<file path="src/rtl/conv_pkg.sv">
// Shared types and constants for the 3x3 convolution sequencer and its MAC.
package conv_pkg;

  localparam int PIX_W  = 3;
  localparam int COEF_W = 5;
  localparam int ACC_W  = 12;
  localparam int TAPS   = 9;
  localparam int TAP_W  = 4;

  typedef enum logic [1:0] {
    ST_IDLE,
    ST_ISSUE,
    ST_DRAIN,
    ST_WRITE
  } state_t;

  // Neighbourhood offsets in tap order: row-major, top-left first.
  localparam int TAP_DX [TAPS] = '{-1, 0, 1, -1, 0, 1, -1, 0, 1};
  localparam int TAP_DY [TAPS] = '{-1, -1, -1, 0, 0, 0, 1, 1, 1};

  // Control tag that travels with each tap while its ROM data is in flight.
  typedef struct packed {
    logic vld;
    logic inr;
    logic first;
  } tap_tag_t;

  localparam int TAG_W = $bits(tap_tag_t);

  function automatic logic [7:0] clamp_coord(input int c, input int lim);
    if (c < 0)        return 8'd0;
    if (c > lim - 1)  return 8'(lim - 1);
    return 8'(c);
  endfunction

endpackage

</file>
<file path="src/rtl/conv_if.sv">
// Bus between the convolution sequencer and its ROMs, result RAM and host.
interface conv_if;
  import conv_pkg::*;

  logic                     start;
  logic [PIX_W-1:0]         pix_din;
  logic signed [COEF_W-1:0] ker_din;
  logic [7:0]               nine_x_addr;
  logic [7:0]               nine_y_addr;
  logic [TAP_W-1:0]         ker_addr;
  logic                     we;
  logic [7:0]               pix_x_addr;
  logic [7:0]               pix_y_addr;
  logic [PIX_W-1:0]         newpix;
  logic                     busy;
  logic                     done;
  logic                     en_vga;

  modport master (
    input  start, pix_din, ker_din,
    output nine_x_addr, nine_y_addr, ker_addr,
    output we, pix_x_addr, pix_y_addr, newpix,
    output busy, done, en_vga
  );

  modport slave (
    output start, pix_din, ker_din,
    input  nine_x_addr, nine_y_addr, ker_addr,
    input  we, pix_x_addr, pix_y_addr, newpix,
    input  busy, done, en_vga
  );

endinterface

</file>
<file path="src/rtl/conv_mac.sv">
// Tap multiply-accumulate with zero-padding, then shift and clamp to a pixel.
// Define CONV_ABS_EN to take the accumulator magnitude before shift/clamp.
module conv_mac
  import conv_pkg::*;
#(
  parameter int SHIFT = 3
) (
  input  logic                     clk_proc,
  input  logic                     rst,
  input  tap_tag_t                 tag,
  input  logic [PIX_W-1:0]         pix,
  input  logic signed [COEF_W-1:0] coef,
  output logic [PIX_W-1:0]         result
);

  logic signed [ACC_W-1:0] acc_q;
  logic signed [ACC_W-1:0] pix_s;
  logic signed [ACC_W-1:0] coef_s;
  logic signed [ACC_W-1:0] prod;
  logic signed [ACC_W-1:0] mag;
  logic signed [ACC_W-1:0] shifted;

  // NOTE: every combinational output gets a value on every path, so no latch is inferred.
  always_comb begin
    pix_s  = {{(ACC_W-PIX_W){1'b0}}, pix};
    coef_s = {{(ACC_W-COEF_W){coef[COEF_W-1]}}, coef};
    prod   = tag.inr ? pix_s * coef_s : '0;
  end

  // NOTE: sequential state uses non-blocking assignments so all registers update together.
  always_ff @(posedge clk_proc) begin
    if (rst) begin
      acc_q <= '0;
    end else if (tag.vld) begin
      acc_q <= (tag.first ? '0 : acc_q) + prod;
    end
  end

  always_comb begin
`ifdef CONV_ABS_EN
    mag = acc_q[ACC_W-1] ? -acc_q : acc_q;
`else
    mag = acc_q;
`endif
    shifted = mag >>> SHIFT;
    if (shifted[ACC_W-1])
      result = '0;
    else if (|shifted[ACC_W-2:PIX_W])
      result = '1;
    else
      result = shifted[PIX_W-1:0];
  end

endmodule

</file>
<file path="src/rtl/conv_sequencer.sv">
// Frame controller: raster walk, 9-tap address issue, read-latency tracking
// and one result write per pixel on a fixed (10+RD_LAT)-cycle schedule.
module conv_sequencer
  import conv_pkg::*;
#(
  parameter int WIDTH  = 160,
  parameter int HEIGHT = 120,
  parameter int RD_LAT = 2,
  parameter int SHIFT  = 3
) (
  input  logic   clk_proc,
  input  logic   rst,
  conv_if.master bus
);

  localparam int DRN_W = (RD_LAT > 1) ? $clog2(RD_LAT) : 1;

  state_t           state_q, state_n;
  logic [TAP_W-1:0] tap_q, tap_n;
  logic [7:0]       x_q, y_q, x_n, y_n;
  logic [DRN_W-1:0] drn_q, drn_n;
  logic             issue;
  logic             last_px;
  int               nx, ny;
  tap_tag_t         tag_n;
  tap_tag_t         tag_mac;
  logic [TAG_W*RD_LAT-1:0] pipe_q;
  logic [PIX_W-1:0] mac_result;

  assign last_px = (x_q == 8'(WIDTH-1)) && (y_q == 8'(HEIGHT-1));

  // Next-state logic.
  always_comb begin
    state_n = state_q;
    unique case (state_q)
      ST_IDLE:  if (bus.start) state_n = ST_ISSUE;
      ST_ISSUE: if (tap_q == TAP_W'(TAPS-1)) state_n = ST_DRAIN;
      ST_DRAIN: if (drn_q == DRN_W'(RD_LAT-1)) state_n = ST_WRITE;
      ST_WRITE: state_n = last_px ? ST_IDLE : ST_ISSUE;
      default:  state_n = ST_IDLE;
    endcase
  end

  // Counter and tap-issue logic.
  always_comb begin
    tap_n = tap_q;
    x_n   = x_q;
    y_n   = y_q;
    drn_n = drn_q;
    issue = 1'b0;
    unique case (state_q)
      ST_IDLE: begin
        if (bus.start) begin
          issue = 1'b1;
          tap_n = '0;
          x_n   = '0;
          y_n   = '0;
        end
      end
      ST_ISSUE: begin
        if (tap_q == TAP_W'(TAPS-1)) begin
          drn_n = '0;
        end else begin
          issue = 1'b1;
          tap_n = tap_q + TAP_W'(1);
        end
      end
      ST_DRAIN: drn_n = drn_q + DRN_W'(1);
      ST_WRITE: begin
        if (!last_px) begin
          issue = 1'b1;
          tap_n = '0;
          if (x_q == 8'(WIDTH-1)) begin
            x_n = '0;
            y_n = y_q + 8'd1;
          end else begin
            x_n = x_q + 8'd1;
          end
        end
      end
      default: ;
    endcase

    nx          = int'(x_n) + TAP_DX[tap_n];
    ny          = int'(y_n) + TAP_DY[tap_n];
    tag_n.vld   = issue;
    tag_n.inr   = (nx >= 0) && (nx < WIDTH) && (ny >= 0) && (ny < HEIGHT);
    tag_n.first = issue && (tap_n == '0);
  end

  always_ff @(posedge clk_proc) begin
    if (rst) begin
      state_q         <= ST_IDLE;
      tap_q           <= '0;
      x_q             <= '0;
      y_q             <= '0;
      drn_q           <= '0;
      bus.nine_x_addr <= '0;
      bus.nine_y_addr <= '0;
      bus.ker_addr    <= '0;
      bus.we          <= 1'b0;
      bus.pix_x_addr  <= '0;
      bus.pix_y_addr  <= '0;
      bus.newpix      <= '0;
      bus.busy        <= 1'b0;
      bus.done        <= 1'b0;
      bus.en_vga      <= 1'b1;
    end else begin
      state_q <= state_n;
      tap_q   <= tap_n;
      x_q     <= x_n;
      y_q     <= y_n;
      drn_q   <= drn_n;
      if (issue) begin
        bus.nine_x_addr <= clamp_coord(nx, WIDTH);
        bus.nine_y_addr <= clamp_coord(ny, HEIGHT);
        bus.ker_addr    <= tap_n;
      end
      bus.we <= (state_n == ST_WRITE);
      if (state_n == ST_WRITE) begin
        bus.pix_x_addr <= x_q;
        bus.pix_y_addr <= y_q;
        bus.newpix     <= mac_result;
      end
      bus.busy   <= (state_n != ST_IDLE);
      bus.en_vga <= (state_n == ST_IDLE);
      bus.done   <= (state_q == ST_WRITE) && last_px;
    end
  end

  // NOTE: this tag pipeline is reset (unlike a data memory) so a stale valid bit cannot disturb the accumulator.
  always_ff @(posedge clk_proc) begin
    if (rst) pipe_q <= '0;
    else     pipe_q <= (pipe_q << TAG_W) | (TAG_W*RD_LAT)'(tag_n);
  end

  assign tag_mac = tap_tag_t'(pipe_q[TAG_W*RD_LAT-1 -: TAG_W]);

  conv_mac #(.SHIFT(SHIFT)) u_mac (
    .clk_proc (clk_proc),
    .rst      (rst),
    .tag      (tag_mac),
    .pix      (bus.pix_din),
    .coef     (bus.ker_din),
    .result   (mac_result)
  );

endmodule
</file>
<file path="src/flat_wrapper.sv">
// flat-port wrapper written by rule: the top's interface ports become plain ports
module conv_sequencer_flat import conv_pkg::*;
#(
  parameter int WIDTH  = 160,
  parameter int HEIGHT = 120,
  parameter int RD_LAT = 2,
  parameter int SHIFT  = 3
)
  (clk_proc, rst, bus_start, bus_pix_din, bus_ker_din, bus_nine_x_addr, bus_nine_y_addr, bus_ker_addr, bus_we, bus_pix_x_addr, bus_pix_y_addr, bus_newpix, bus_busy, bus_done, bus_en_vga);
  conv_if bus_i ();
  input  logic clk_proc;
  input  logic rst;
  input wire logic [$bits(bus_i.start)-1:0] bus_start;
  input wire logic [$bits(bus_i.pix_din)-1:0] bus_pix_din;
  input wire logic [$bits(bus_i.ker_din)-1:0] bus_ker_din;
  output wire logic [$bits(bus_i.nine_x_addr)-1:0] bus_nine_x_addr;
  output wire logic [$bits(bus_i.nine_y_addr)-1:0] bus_nine_y_addr;
  output wire logic [$bits(bus_i.ker_addr)-1:0] bus_ker_addr;
  output wire logic [$bits(bus_i.we)-1:0] bus_we;
  output wire logic [$bits(bus_i.pix_x_addr)-1:0] bus_pix_x_addr;
  output wire logic [$bits(bus_i.pix_y_addr)-1:0] bus_pix_y_addr;
  output wire logic [$bits(bus_i.newpix)-1:0] bus_newpix;
  output wire logic [$bits(bus_i.busy)-1:0] bus_busy;
  output wire logic [$bits(bus_i.done)-1:0] bus_done;
  output wire logic [$bits(bus_i.en_vga)-1:0] bus_en_vga;
  assign bus_i.start = bus_start;
  assign bus_i.pix_din = bus_pix_din;
  assign bus_i.ker_din = bus_ker_din;
  assign bus_nine_x_addr = bus_i.nine_x_addr;
  assign bus_nine_y_addr = bus_i.nine_y_addr;
  assign bus_ker_addr = bus_i.ker_addr;
  assign bus_we = bus_i.we;
  assign bus_pix_x_addr = bus_i.pix_x_addr;
  assign bus_pix_y_addr = bus_i.pix_y_addr;
  assign bus_newpix = bus_i.newpix;
  assign bus_busy = bus_i.busy;
  assign bus_done = bus_i.done;
  assign bus_en_vga = bus_i.en_vga;
  conv_sequencer #(.WIDTH(WIDTH), .HEIGHT(HEIGHT), .RD_LAT(RD_LAT), .SHIFT(SHIFT)) u_core (.clk_proc(clk_proc), .rst(rst), .bus(bus_i));
endmodule
</file>
<file path="config.mk">
export PLATFORM = sky130hd
export DESIGN_NAME = conv_sequencer_flat
export DESIGN_NICKNAME = d
export VERILOG_FILES = /design/src/rtl/conv_pkg.sv /design/src/rtl/conv_if.sv /design/src/rtl/conv_mac.sv /design/src/rtl/conv_sequencer.sv /design/src/flat_wrapper.sv
export SDC_FILE = /design/constraint.sdc
export NUM_CORES = 1
export LEC_CHECK = 0
export BUFFER_PORTS_ARGS = -buffer_cell sky130_fd_sc_hd__buf_2
export CORE_MARGIN = 5
export CORE_UTILIZATION = 55
export DETAILED_ROUTE_END_ITERATION = 16
export MAX_ROUTING_LAYER = met4
export PLACE_DENSITY = 0.74
export SYNTH_ARGS = -nofsm -noshare
export SYNTH_HDL_FRONTEND = slang
export SYNTH_SLANG_ARGS = --single-unit
</file>
<file path="constraint.sdc">
create_clock -name clk_proc -period 7.3 [get_ports clk_proc]
set_clock_uncertainty 0.05 [all_clocks]
set_input_delay 1.095 -clock clk_proc [delete_from_list [all_inputs] [get_ports clk_proc]]
set_output_delay 1.095 -clock clk_proc [all_outputs]
set_load 0.05 [all_outputs]
</file>
Word-level counts from Yosys, hierarchy flattened:

Memories as Yosys holds them, arrays and structs flattened.
Cells that the tools add are included.

* memories: 2
* logic and storage cells: 112
* bits of input ports: 11
* output and inout port bits: 43
* register bits after elaboration: 84
* memory bits (writable): 0
* bits in read-only memories: 1024
* bits in latches: 0

Memory list
* (no name shown): words 16, width 32, read ports 1, clocked after memory_dff 0, write ports 0, RTL line conv_sequencer.sv:84 `nx = int'(x_n) + TAP_DX[tap_n];`
* (no name shown): words 16, width 32, read ports 1, clocked after memory_dff 0, write ports 0, RTL line conv_sequencer.sv:85 `ny = int'(y_n) + TAP_DY[tap_n];`

* divide/modulo/power cells: 0
* bitwise gates (word level): 2
* shift-type cells: 0
* add/sub/neg operators: 7
* equality and inequality tests: 8
* magnitude comparators: 9
* reduce and logical (&&, ||, !) cells: 13
* muxes and demuxes: 53
* multipliers: 1

Operator list (number)
* 2-to-1 mux 32 bit: 4
* 2-to-1 mux 8 bit: 14
* adder 9 x 32 -> 32 bit: 2
* >= comparator 32 x 1 -> 1 bit, second input constant: 2
* < comparator 32 x 1 -> 1 bit, second input constant: 2
* > comparator 32 x 8 -> 1 bit, second input constant: 1
* > comparator 32 x 9 -> 1 bit, second input constant: 1
* < comparator 32 x 8 -> 1 bit, second input constant: 1
* < comparator 32 x 9 -> 1 bit, second input constant: 1
* one-hot mux 8 bit (2 select lines): 2
* 2-to-1 mux 12 bit: 2
* 2-to-1 mux 1 bit: 19
* adder 8 x 1 -> 8 bit, second input constant: 2
* adder 12 bit: 1
* 2-to-1 mux 4 bit: 3
* one-hot mux 4 bit (3 select lines): 1
* multiplier 4 x 5 -> 9 bit: 1
* equality test 8 x 7 -> 1 bit, second input constant: 1
* equality test 8 bit, second input constant: 1
* one-hot mux 2 bit (4 select lines): 1
* equality test 2 bit, second input constant: 3
* logical AND 1 bit: 6
* 2-to-1 mux 2 bit: 3
* 2-to-1 mux 3 bit: 2
* 15 further kinds: 17

Longest topological paths before layout:

Gate-level depths: netlist of run 1.

* word-level depth: 18
* depth in mapped cells: 26

Hierarchy:

A second synthesis of run 1 with hierarchy kept.

* cell total of the unflattened synthesis: 719
* area total of the unflattened synthesis: 6053.3 sq um

Modules (own cells, without submodules)
* conv_sequencer: instances 1, area each 4454.3 sq um, cells each 519
* conv_mac: instances 1, area each 1599.0 sq um, cells each 200

Worst setup path before layout of run 1:

No wires, ideal clock.

* path type: input port to flip-flop
* from: input port bus_start
* to: register u_core.pipe_q[1]
* setup slack: 1597 ps
* arrival: 5593 ps
* library setup time: 60 ps
* stages on the path: 21
* cell sequence: nor2b_1 -> nor2_1 -> o21ai_0 -> a22oi_1 -> inv_1 -> ha_1 -> or3b_1 -> a21o_1 -> inv_1 -> ha_1 -> a211oi_1 -> o21bai_1 -> a2111oi_1 -> nor3b_1 -> o21ai_0 -> ha_1 -> nand4b_1 -> nor3_1 -> o2111ai_1 -> a211oi_4 -> and3b_1

* word-level cells in the longest chain between the ends: 12

RTL lines
* start, declared: RTL line flat_wrapper.sv:13 `input wire logic [$bits(bus_i.start)-1:0] bus_start;`
* 2-to-1 mux 4 bit (*): RTL line conv_sequencer.sv:53 `if (bus.start) begin`
* one-hot mux 4 bit (3 select lines) (*): RTL line conv_sequencer.sv:51 `unique case (state_q)`
* named net u_core.tap_n[1]: RTL line conv_sequencer.sv:19 `logic [TAP_W-1:0] tap_q, tap_n;`
* inverter 4 -> 5 bit (implied by the code) (*): RTL line conv_sequencer.sv:84, conv_sequencer.sv:85
* memory read (16 x 32 bit)
* 2-to-1 mux 32 bit (implied by the code) (2 in a row): RTL line conv_sequencer.sv:84
* adder 9 x 32 -> 32 bit: RTL line conv_sequencer.sv:84
* >= comparator 32 x 1 -> 1 bit or < comparator 32 x 9 -> 1 bit (tied branches): RTL line conv_sequencer.sv:87 `tag_n.inr = (nx >= 0) && (nx < WIDTH) && (ny >= 0) && (ny < HEIGHT);`
* logical AND 1 bit (2 in a row): RTL line conv_sequencer.sv:87
* logical AND 1 bit (*): RTL line conv_sequencer.sv:87
* bitwise OR 6 x 3 -> 6 bit (*): RTL line conv_sequencer.sv:134 `else pipe_q <= (pipe_q << TAG_W) | (TAG_W*RD_LAT)'(tag_n);`
* end signal, assigned: RTL line conv_sequencer.sv:134
* end, declared: RTL line conv_sequencer.sv:27 `logic [TAG_W*RD_LAT-1:0] pipe_q;`

Mark *: on every way through the listed nets, which the timed path passes. The rest lies on a longest branch. The select of a mux whose other input is x is not followed.
A chain may end at the register's enable or synchronous reset.

Worst setup path after layout of run 1:

* from: register u_core.x_q[0]
* to: register u_core.bus.nine_y_addr[0]

* word-level cells in the longest chain between the ends: 16

RTL lines
* start, declared: RTL line conv_sequencer.sv:20 `logic [7:0] x_q, y_q, x_n, y_n;`
* start signal, assigned: RTL line conv_sequencer.sv:111 `x_q <= x_n;`
* equality test 8 bit (*): RTL line conv_sequencer.sv:30 `assign last_px = (x_q == 8'(WIDTH-1)) && (y_q == 8'(HEIGHT-1));`
* logical AND 1 bit (*): RTL line conv_sequencer.sv:30
* 2-to-1 mux 4 bit (*): RTL line conv_sequencer.sv:70 `if (!last_px) begin`
* one-hot mux 4 bit (3 select lines) (*): RTL line conv_sequencer.sv:51
* named net u_core.tap_n[1]: RTL line conv_sequencer.sv:19
* inverter 4 -> 5 bit (implied by the code) (*): RTL line conv_sequencer.sv:85
* memory read (16 x 32 bit) (*)
* 2-to-1 mux 32 bit (implied by the code) (*) (2 in a row): RTL line conv_sequencer.sv:85
* adder 9 x 32 -> 32 bit (*): RTL line conv_sequencer.sv:85
* > comparator 32 x 8 -> 1 bit: RTL line conv_pkg.sv:32 `if (c > lim - 1) return 8'(lim - 1);`
* 2-to-1 mux 1 bit (2 in a row): RTL line conv_pkg.sv:32
* 2-to-1 mux 1 bit: RTL line conv_sequencer.sv:114 `if (issue) begin`
* 2-to-1 mux 1 bit: RTL line conv_sequencer.sv:92 `if (rst) begin`
* 2-to-1 mux 8 bit: RTL line conv_pkg.sv:33 `return 8'(c);`
* 2-to-1 mux 8 bit (*): RTL line conv_pkg.sv:32
* end signal, assigned: RTL line conv_sequencer.sv:116 `bus.nine_y_addr <= clamp_coord(ny, HEIGHT);`
* end, declared: RTL line conv_if.sv:21 `output nine_x_addr, nine_y_addr, ker_addr,`

Marked as above.

==> summary.txt, run 1 <==
Pwr
  – NetSw: 355 uW
  – Clock power frac: 38.2%
  – Comb pwr share: 20.0%
  – Internal power: 801 uW
  – Leakage power: 3.22 nW
  – Peak supply drop: 0.000159 V
  – Sw frac: 30.7%
  – Power Dens Cells: 170 nW/um^2
  – Reg power frac: 41.8%

Critical path
  – R2R Setup Slk: 1.24 ns
  – Critical-path cell list: ha_1 -> and4_2 -> nand4_4 -> o21ai_0 -> a22oi_1 -> inv_1 -> ha_1 -> or3b_1 -> a21o_1 -> inv_1 -> buf_4 -> ha_1 -> a211oi_1 -> o21bai_1 -> a2111oi_1 -> nor3b_1 -> o21ai_0 -> ha_1 -> nand4b_1 -> nor3_1 -> o2111ai_1 -> a211oi_4 -> o22ai_1
  – Largest stage delay, worst path: 0.66 ns
  – Start point of the critical path: u_core.x_q[0]
  – CP Capture Type: flip-flop
  – Worst EP required: 7.44 ns
  – Worst Reg2Reg Path Length in Cells: 23
  – Critical path's slowest cell: a2111oi_1
  – Arrival @ worst endpoint: 6.20 ns
  – CP dominant cell by count: ha_1
  – Worst Path Max Fanout: 25
  – Type of origin of the critical path: flip-flop
  – Launching point of the worst reg2reg path: u_core.x_q[0]
  – RR Endpoint: u_core.bus.nine_y_addr[0]
  – Setup CP Type: reg2reg

Clock network
  – Clock Latency Late Sink: 0.34 ns
  – CTS buffer count: 9
  – Sink Count: 84
  – Post-CTS resize count: 0
  – Max Buffers Root-to-Sink: 2
  – Hold_buf cts: 0
  – CTS tree: done
  – Clock tree root buffer cell: clkbuf_16
  – Setup repair bufs after CTS: 0
  – Clock transition at path regs: 0.06 ns
  – Clock H-tree levels: 3

Yosys
  – Syn Nets: 828
  – Syn. warnings: 0
  – Ys async rst share: 0%
  – Synth Area in Adders: 17.8%
  – Simple-Gate Fraction of Synth Area: 24.4%
  – Register area share after synthesis: 27.2%
  – Post-synthesis cell area: 6180 sq um
  – EDFF count, synth: 0
  – Syn Area/Cell: 8.42 sq um
  – Compound-Gate Fraction of Synth Area: 18.6%
  – Flops & latches, synth: 84
  – Dominant synthesized flop cell: dfxtp_1
  – Cells after synthesis: 734
  – Synth unique cells: 70
  – Largest family of logic cells by synthesized area: simple AND/OR/NAND/NOR gates
  – Xor and xnor area share after synthesis: 2.84%
  – Post-synthesis mux area share: 4.64%

Layout
  – Area occupied by multi-input gates: 4220 sq um
  – Nets@finish: 872
  – Fillers: 973
  – Inserted Diodes: 0
  – Fin util: 62.4%
  – Area Growth Syn to Fin: 10.4%
  – Register area: 1680 sq um
  – Layout cells sized above 1: 12.1%

Timing
  – Worst slew pin tran: 0.801 ns
  – WHS: 0.398 ns
  – Final worst slack: 1.24 ns
  – Setup TNS: 0 ns
  – Slew HR: 45.2%
  – Final hold vios: 0
  – Final Slew Violations: 0
  – # setup viols final: 0
  – Period utilization: 83.0%
  – FMAX: 165 MHz
  – RSZ-0062 raised after global routing: false
  – Final Critical Period: 6.06 ns

Global route
  – Grt ovf: 0
  – Vias in the first global route: 5239
  – GRT Overall Usage: 22.9%
  – Initial antenna violation count: 0
  – Pin count of the biggest net entering global routing: 78
  – First-pass GRT wire length: 24300 um

Worst hold path
  – Hold path cells: 1
  – HP Class: reg2reg
  – Start point of the worst hold path: u_core.pipe_q[0]
  – Hold EP: u_core.pipe_q[3]

Route
  – Drt initial violations: 272
  – Residual DRC count: 0
  – Vias: 5358
  – Post-route antenna net violation count: 0
  – Routed vias/inst: 5.80
  – Aggregate routed wire length: 14100 um
  – Routed wire length per instance: 15.3 um
  – Pre-Repair DR Iteration Count: 5

Floorplanning
  – Core area: 10900 sq um
  – Chip Height: 116 um
  – Die ar.: 13500 sq um
  – Boundary pin count: 54
  – Die Width: 116 um
  – Initial Utilization: 56.5%
  – Rows: 38

Place
  – Gpl congestion: 0.904
  – Pre-CTS setup slack: 1.02 ns
  – HPWL Detailed: 10800 um
  – I/O Buffers: 53

Outcome
  – Status: completed

Flow run
  – Max-capacitance violation count: 0
per-layer routing:
layer / vias up / GRT usage [%] / part of all wire [%]
met5: - / - / 0
met3: 20 / 3.34 / 4.7
li1: 2713 / - / -
met1: 2497 / 28.2 / 45
met2: 128 / 38.0 / 48
met4: 0 / 8.58 / 1.7
metrics by stage:
step	power [mW]	cells	area [sq um]
6_report	1.16	923	6820
5_1_grt	1.22	923	6820
4_1_cts	1.17	923	6820
3_5_place_dp	0.723	907	6540
3_3_place_gp	0.716	907	6540
2_1_floorplan	0.671	734	6180
sequential cells by signal, indices dropped and copies added, names as in the netlist, 2 cells and up:
name,count
u_core.u_mac.acc_q,12
u_core.tap_q,4
u_core.bus.nine_x_addr,8
u_core.state_q,2
u_core.bus.nine_y_addr,8
u_core.bus.ker_addr,4
u_core.y_q,8
u_core.x_q,8
u_core.bus.pix_x_addr,8
u_core.pipe_q,6
u_core.bus.pix_y_addr,8
u_core.bus.newpix,3
final cells by class:
type                            count  share of cell area, %
Clock buffer                       11                   3.70
Clock inverter                      5                  0.513
Inverter                           46                   2.53
Multi-Input combinational cell    581                   61.8
Sequential cell                    84                   24.6
Tap cell                          140                   2.57
Timing Repair Buffer               56                   4.22
critical path, delay by kind of cell, from the launching register on:
| family | cells | cell delay, ns |
|---|---|---|
| AOI/OAI and AO/OA | 10 | 2.67 |
| buffers and inverters | 3 | 0.49 |
| and+or+nand+nor | 6 | 1.36 |
| DFF | 1 | 0.35 |
| adders and majority gates | 4 | 0.98 |
power groups by stage:
stage | clock [mW] | sequential, mW | combinational (mW)
after floorplan | 0 | 0.528 | 0.143
after global placement | 0 | 0.493 | 0.223
after detailed placement | 0 | 0.494 | 0.229
after CTS | 0.450 | 0.484 | 0.231
after global routing | 0.471 | 0.486 | 0.259
final | 0.442 | 0.484 | 0.231
how the worst max path moves through the flow:
stage,end,slack (ns),cells past startpoint
2_1_floorplan,u_core.pipe_q[1],1.60,21
3_3_place_gp,u_core.bus.nine_y_addr[0],1.27,23
3_5_place_dp,u_core.bus.nine_y_addr[0],1.02,23
4_1_cts,u_core.bus.nine_y_addr[0],1.27,23
5_1_grt,u_core.bus.nine_y_addr[0],0.66,24
6_report,u_core.bus.nine_y_addr[0],1.24,23
synthesized netlist by cell type, drive strengths merged, types with 3 or more instances:
master   count  area, sq um
or2          6         37.5
o2111ai      3         26.3
nor2b       31          201
o21a         5         37.5
buf         11         60.1
nand4b       6         52.6
o31a         4         35.0
a21o        10         75.1
and2        22          138
nand2       42          158
fa           8          160
dfxtp       84         1680
a22oi        3         22.5
mux2i       26          260
ha          75          938
o21ai       54          270
nor3b        8         65.1
o21bai       5         37.5
nand4        6         52.6
inv         46          173
and4         4         36.3
nor4         3         18.8
nor3        12         60.1
a21oi       32          160
or3          8         55.1
xor2         5         43.8
nand3       15         75.1
nor4b        4         35.0
nand2b       5         31.3
a31oi       15         93.8
a22o         4         35.0
and3        17          106
clkbuf      12         45.0
a2111oi      3         27.5
o211ai       3         22.5
a211oi      11         95.1
xnor2       15          131
nor2        78          293
a31o         3         26.3
cells in the final DEF, fill, tap and decap left out, types with 6 or more instances in the layout:
master     count
buf_2         53
mux2i_1       26
clkbuf_16      9
o21ai_0       54
or3_1          7
nand2_1       42
a211oi_1      10
fa_1           8
nand3_1       15
nand4b_1       6
inv_1         46
or2_2          6
nor2_1        78
dfxtp_1       84
nor3b_1        7
ha_1          75
a21o_1        10
a31oi_1       15
and3_1        17
and2_1        22
xnor2_1       15
a21oi_1       32
nor3_1        12
nor2b_1       30
cell families (layout without fill, tap and decap cells):
| logic type | after synthesis | in the layout |
|---|---|---|
| compound gates | 173 | 173 |
| buf+inv | 69 | 118 |
| flops | 84 | 84 |
| xor+xnor | 20 | 20 |
| fa+ha+maj | 83 | 83 |
| simple gates | 277 | 277 |
| mux | 28 | 28 |
(Power assumes the default switching activity.)
==> inputs of run 2 (changes only) <==
- ABC_AREA: default -> 1
- PLACE_DENSITY: 0.74 -> 0.77
- clock period: 7.3 -> 5.05 ns (I/O delays scaled with it)
==> run 2 against run 1 <==
Net effect: count of clock-buffer cells in the layout did not move; clock power rose by 56%; die area is 2.6% higher; total power up 62%; synthesized cell count rose by 25%; utilization rose by 0.43 points; flip-flop and latch count unchanged; setup slack worse by 0.94 ns; sequential power rose by 46%.
==> summary.txt, run 2 <==
Global route
  – Grt ovf: 0 (unchanged)
  – Pin count of the biggest net entering global routing: 68 (-13%)
  – Met1 GRT Util: 29.7% (+1.5 points)
  – Initial antenna violation count: 0 (unchanged)
  – GRT Max-Usage Layer: met2
  – Vias in the first global route: 5371 (+2.5%)
  – First-pass GRT wire length: 24700 um (+1.7%)
  – Met3 usage: 3.03% (-0.31 points)
  – Global routing usage on met2: 32.9% (-5.1 points)
  – GRT Overall Usage: 21.4% (-1.5 points)

Layout
  – Reg with most FFs: u_core.u_mac.acc_q
  – Nets@finish: 1068 (+22%)
  – Layout cells sized above 1: 13.9% (+1.8 points)
  – Largest register FFs: 12 (unchanged)
  – Fin util: 62.8% (+0.43 points)
  – Commonest non-fill, non-tap cell in the layout: nand2_1
  – Finished Layout Cells: 1121 (+21%)
  – Most frequent cells in the layout: nand2_1, inv_1, a21oi_1, dfxtp_1
  – Area Growth Syn to Fin: 12.4%
  – Inserted Diodes: 0 (unchanged)
  – Post-route cell area: 7140 sq um (+4.7%)

Floorplanning
  – Die ar.: 13800 sq um (+2.6%)
  – Boundary pin count: 54 (unchanged)
  – Rows: 39 (+2.6%)
  – Core area: 11400 sq um (+4.0%)
  – Initial Utilization: 55.9% (-0.58 points)
  – Die Width: 118 um (+1.3%)
  – Chip Height: 118 um (+1.3%)

Pwr
  – Internal power: 1.26 mW (+57%)
  – Comb pwr share: 25.7% (+5.7 points)
  – Leakage power: 3.60 nW (+12%)
  – Reg power frac: 37.6% (-4.2 points)
  – Power Dens Cells: 263 nW/um^2 (+55%)
  – Clock power frac: 36.7% (-1.5 points)
  – Peak supply drop: 0.000207 V (+31%)
  – NetSw: 619 uW (+74%)
  – Sw frac: 32.9% (+2.2 points)

Clock network
  – Clock H-tree levels: 3 (unchanged)
  – Sink Count: 84 (unchanged)
  – Clock transition at path regs: 0.07 ns (about the same)
  – CTS buffer count: 9 (unchanged)
  – Max Buffers Root-to-Sink: 2 (unchanged)
  – CTS tree: done
  – Clock tree root buffer cell: clkbuf_16
  – Clock Latency Late Sink: 0.34 ns (about the same)

Place
  – I/O Buffers: 53 (unchanged)
  – Gpl congestion: 0.903 (-0.15%)
  – DP Area: 6780 sq um (+3.7%)
  – HPWL Detailed: 10800 um (+0.86%)
  – DP Cell Count: 1103 (+22%)

Route
  – Drt initial violations: 440 (+62%)
  – Post-route antenna net violation count: 0 (unchanged)
  – Routed wire length per instance: 12.8 um (-16%)
  – Aggregate routed wire length: 14400 um (+1.9%)
  – Pre-Repair DR Iteration Count: 5 (unchanged)
  – Residual DRC count: 0 (unchanged)
  – Vias: 5828 (+8.8%)
  – Routed vias/inst: 5.20 (-10%)

Outcome
  – Status: completed

Timing
  – Final Slew Violations: 0 (unchanged)
  – Final Critical Period: 4.75 ns (-1.31 ns)
  – WHS: 0.347 ns (-0.0508 ns)
  – # setup viols final: 0 (unchanged)
  – Worst slew pin tran: 0.775 ns (-0.0262 ns)
  – Period utilization: 94.0% (+11 points)
  – FMAX: 211 MHz (+28%)
  – Slew HR: 48.3% (+3.1 points)
  – Final hold vios: 0 (unchanged)

Critical path
  – Arrival @ worst endpoint: 4.89 ns (-1.31 ns)
  – Worst Path Max Fanout: 7 (-72%)
  – Worst EP required: 5.20 ns (-2.24 ns)
  – Setup CP Type: reg2reg
  – Type of origin of the critical path: flip-flop
  – Critical path's slowest cell: dfxtp_1
  – Largest stage delay, worst path: 0.38 ns (-0.28 ns)
  – CP Capture Type: flip-flop
  – CP dominant cell by count: nand2_1

Yosys
  – Flops & latches, synth: 84 (unchanged)
  – Syn Area/Cell: 6.93 sq um (-18%)
  – Most common cell in the synthesized netlist: nand2_1
  – Register area share after synthesis: 26.5% (-0.77 points)
  – Synth top area cells: dfxtp_1, ha_1, nand2_1
  – Synth top cells by count: nand2_1, inv_1, a21oi_1
  – Cell taking the most area after synthesis: dfxtp_1
  – Syn. warnings: 0 (unchanged)
  – Dominant synthesized flop cell: dfxtp_1
  – Syn Nets: 1011 (+22%)
  – Synth top area share: 26.5% (-0.77 points)
  – Cells after synthesis: 917 (+25%)
  – Synth unique cells: 51 (-27%)
  – Ys async rst share: 0% (unchanged)
  – EDFF count, synth: 0 (unchanged)
  – Post-synthesis cell area: 6360 sq um (+2.9%)

Worst hold path
  – HP Class: reg2reg

Flow run
  – Max-capacitance violation count: 0 (unchanged)
## run 2: critical path, delay by kind of cell (launching register included)
family / cells / cell delay, ns
simple gates: 19 / 2.25
buf+inv: 5 / 0.68
compound gates: 2 / 0.22
flops: 1 / 0.38
fa+ha+maj: 4 / 1.03
## run 2: metal layers
metal | share of wire (%) | vias up
li1 | - | 3069
met1 | 50 | 2607
met2 | 44 | 138
met3 | 5.0 | 14
met4 | 1.4 | 0
met5 | 0 | -
## run 2: layout make-up
type / count / area, sq um
Fill cell: 1060 / 4230
Tap cell: 143 / 179
Clock buffer: 11 / 253
Multi-Input combinational cell: 650 / 4010
Timing Repair Buffer: 63 / 338
Clock inverter: 4 / 55.1
Sequential cell: 84 / 1680
Inverter: 166 / 627
## run 2: stage by stage
| stage | setup TNS (ns) | power, mW | setup slack, ns |
|---|---|---|---|
| 3_3_place_gp | 0 | 1.18 | 0.300 |
| 6_report | 0 | 1.88 | 0.303 |
| 5_1_grt | -0.117 | 1.98 | -0.0384 |
| 2_1_floorplan | 0 | 1.08 | 0.440 |
| 3_5_place_dp | 0 | 1.18 | 0.100 |
| 4_1_cts | 0 | 1.87 | 0.0936 |
## run 2: path summary, 6_finish.rpt
path	startpoint	to	slack (ns)	depth (start not counted)
setup / recovery	u_core.x_q[1]	u_core.bus.nine_x_addr[3]	0.30	30
hold / removal	u_core.pipe_q[0]	u_core.pipe_q[3]	0.35	2
setup reg to reg	u_core.x_q[1]	u_core.bus.nine_x_addr[3]	0.30	30
hold reg to reg	u_core.pipe_q[0]	u_core.pipe_q[3]	0.35	2
## run 2: cell families after synthesis
family                   Yosys count  share of synthesized area, %
AO/OA/AOI/OAI                    162                          14.6
XOR/XNOR                          18                          2.48
adder cells (fa/ha/maj)           83                          17.3
buffers and inverters            183                          11.0
flip-flops                        84                          26.5
AND/OR/NAND/NOR                  387                          28.2
## run 2: timing repair
action                                  CTS  global route
endpoints found under the hold margin     0             0
hold buffers                              0             0
endpoints found under the setup margin    0            16
gates resized for setup                   0            10
buffers inserted                          0             3
## run 2: power groups by stage
stage	registers (mW)	logic (mW)	clock network, mW
final	0.707	0.483	0.689
after global routing	0.711	0.546	0.726
after CTS	0.707	0.465	0.697
after detailed placement	0.722	0.460	0
after global placement	0.721	0.456	0
after floorplan	0.775	0.302	0
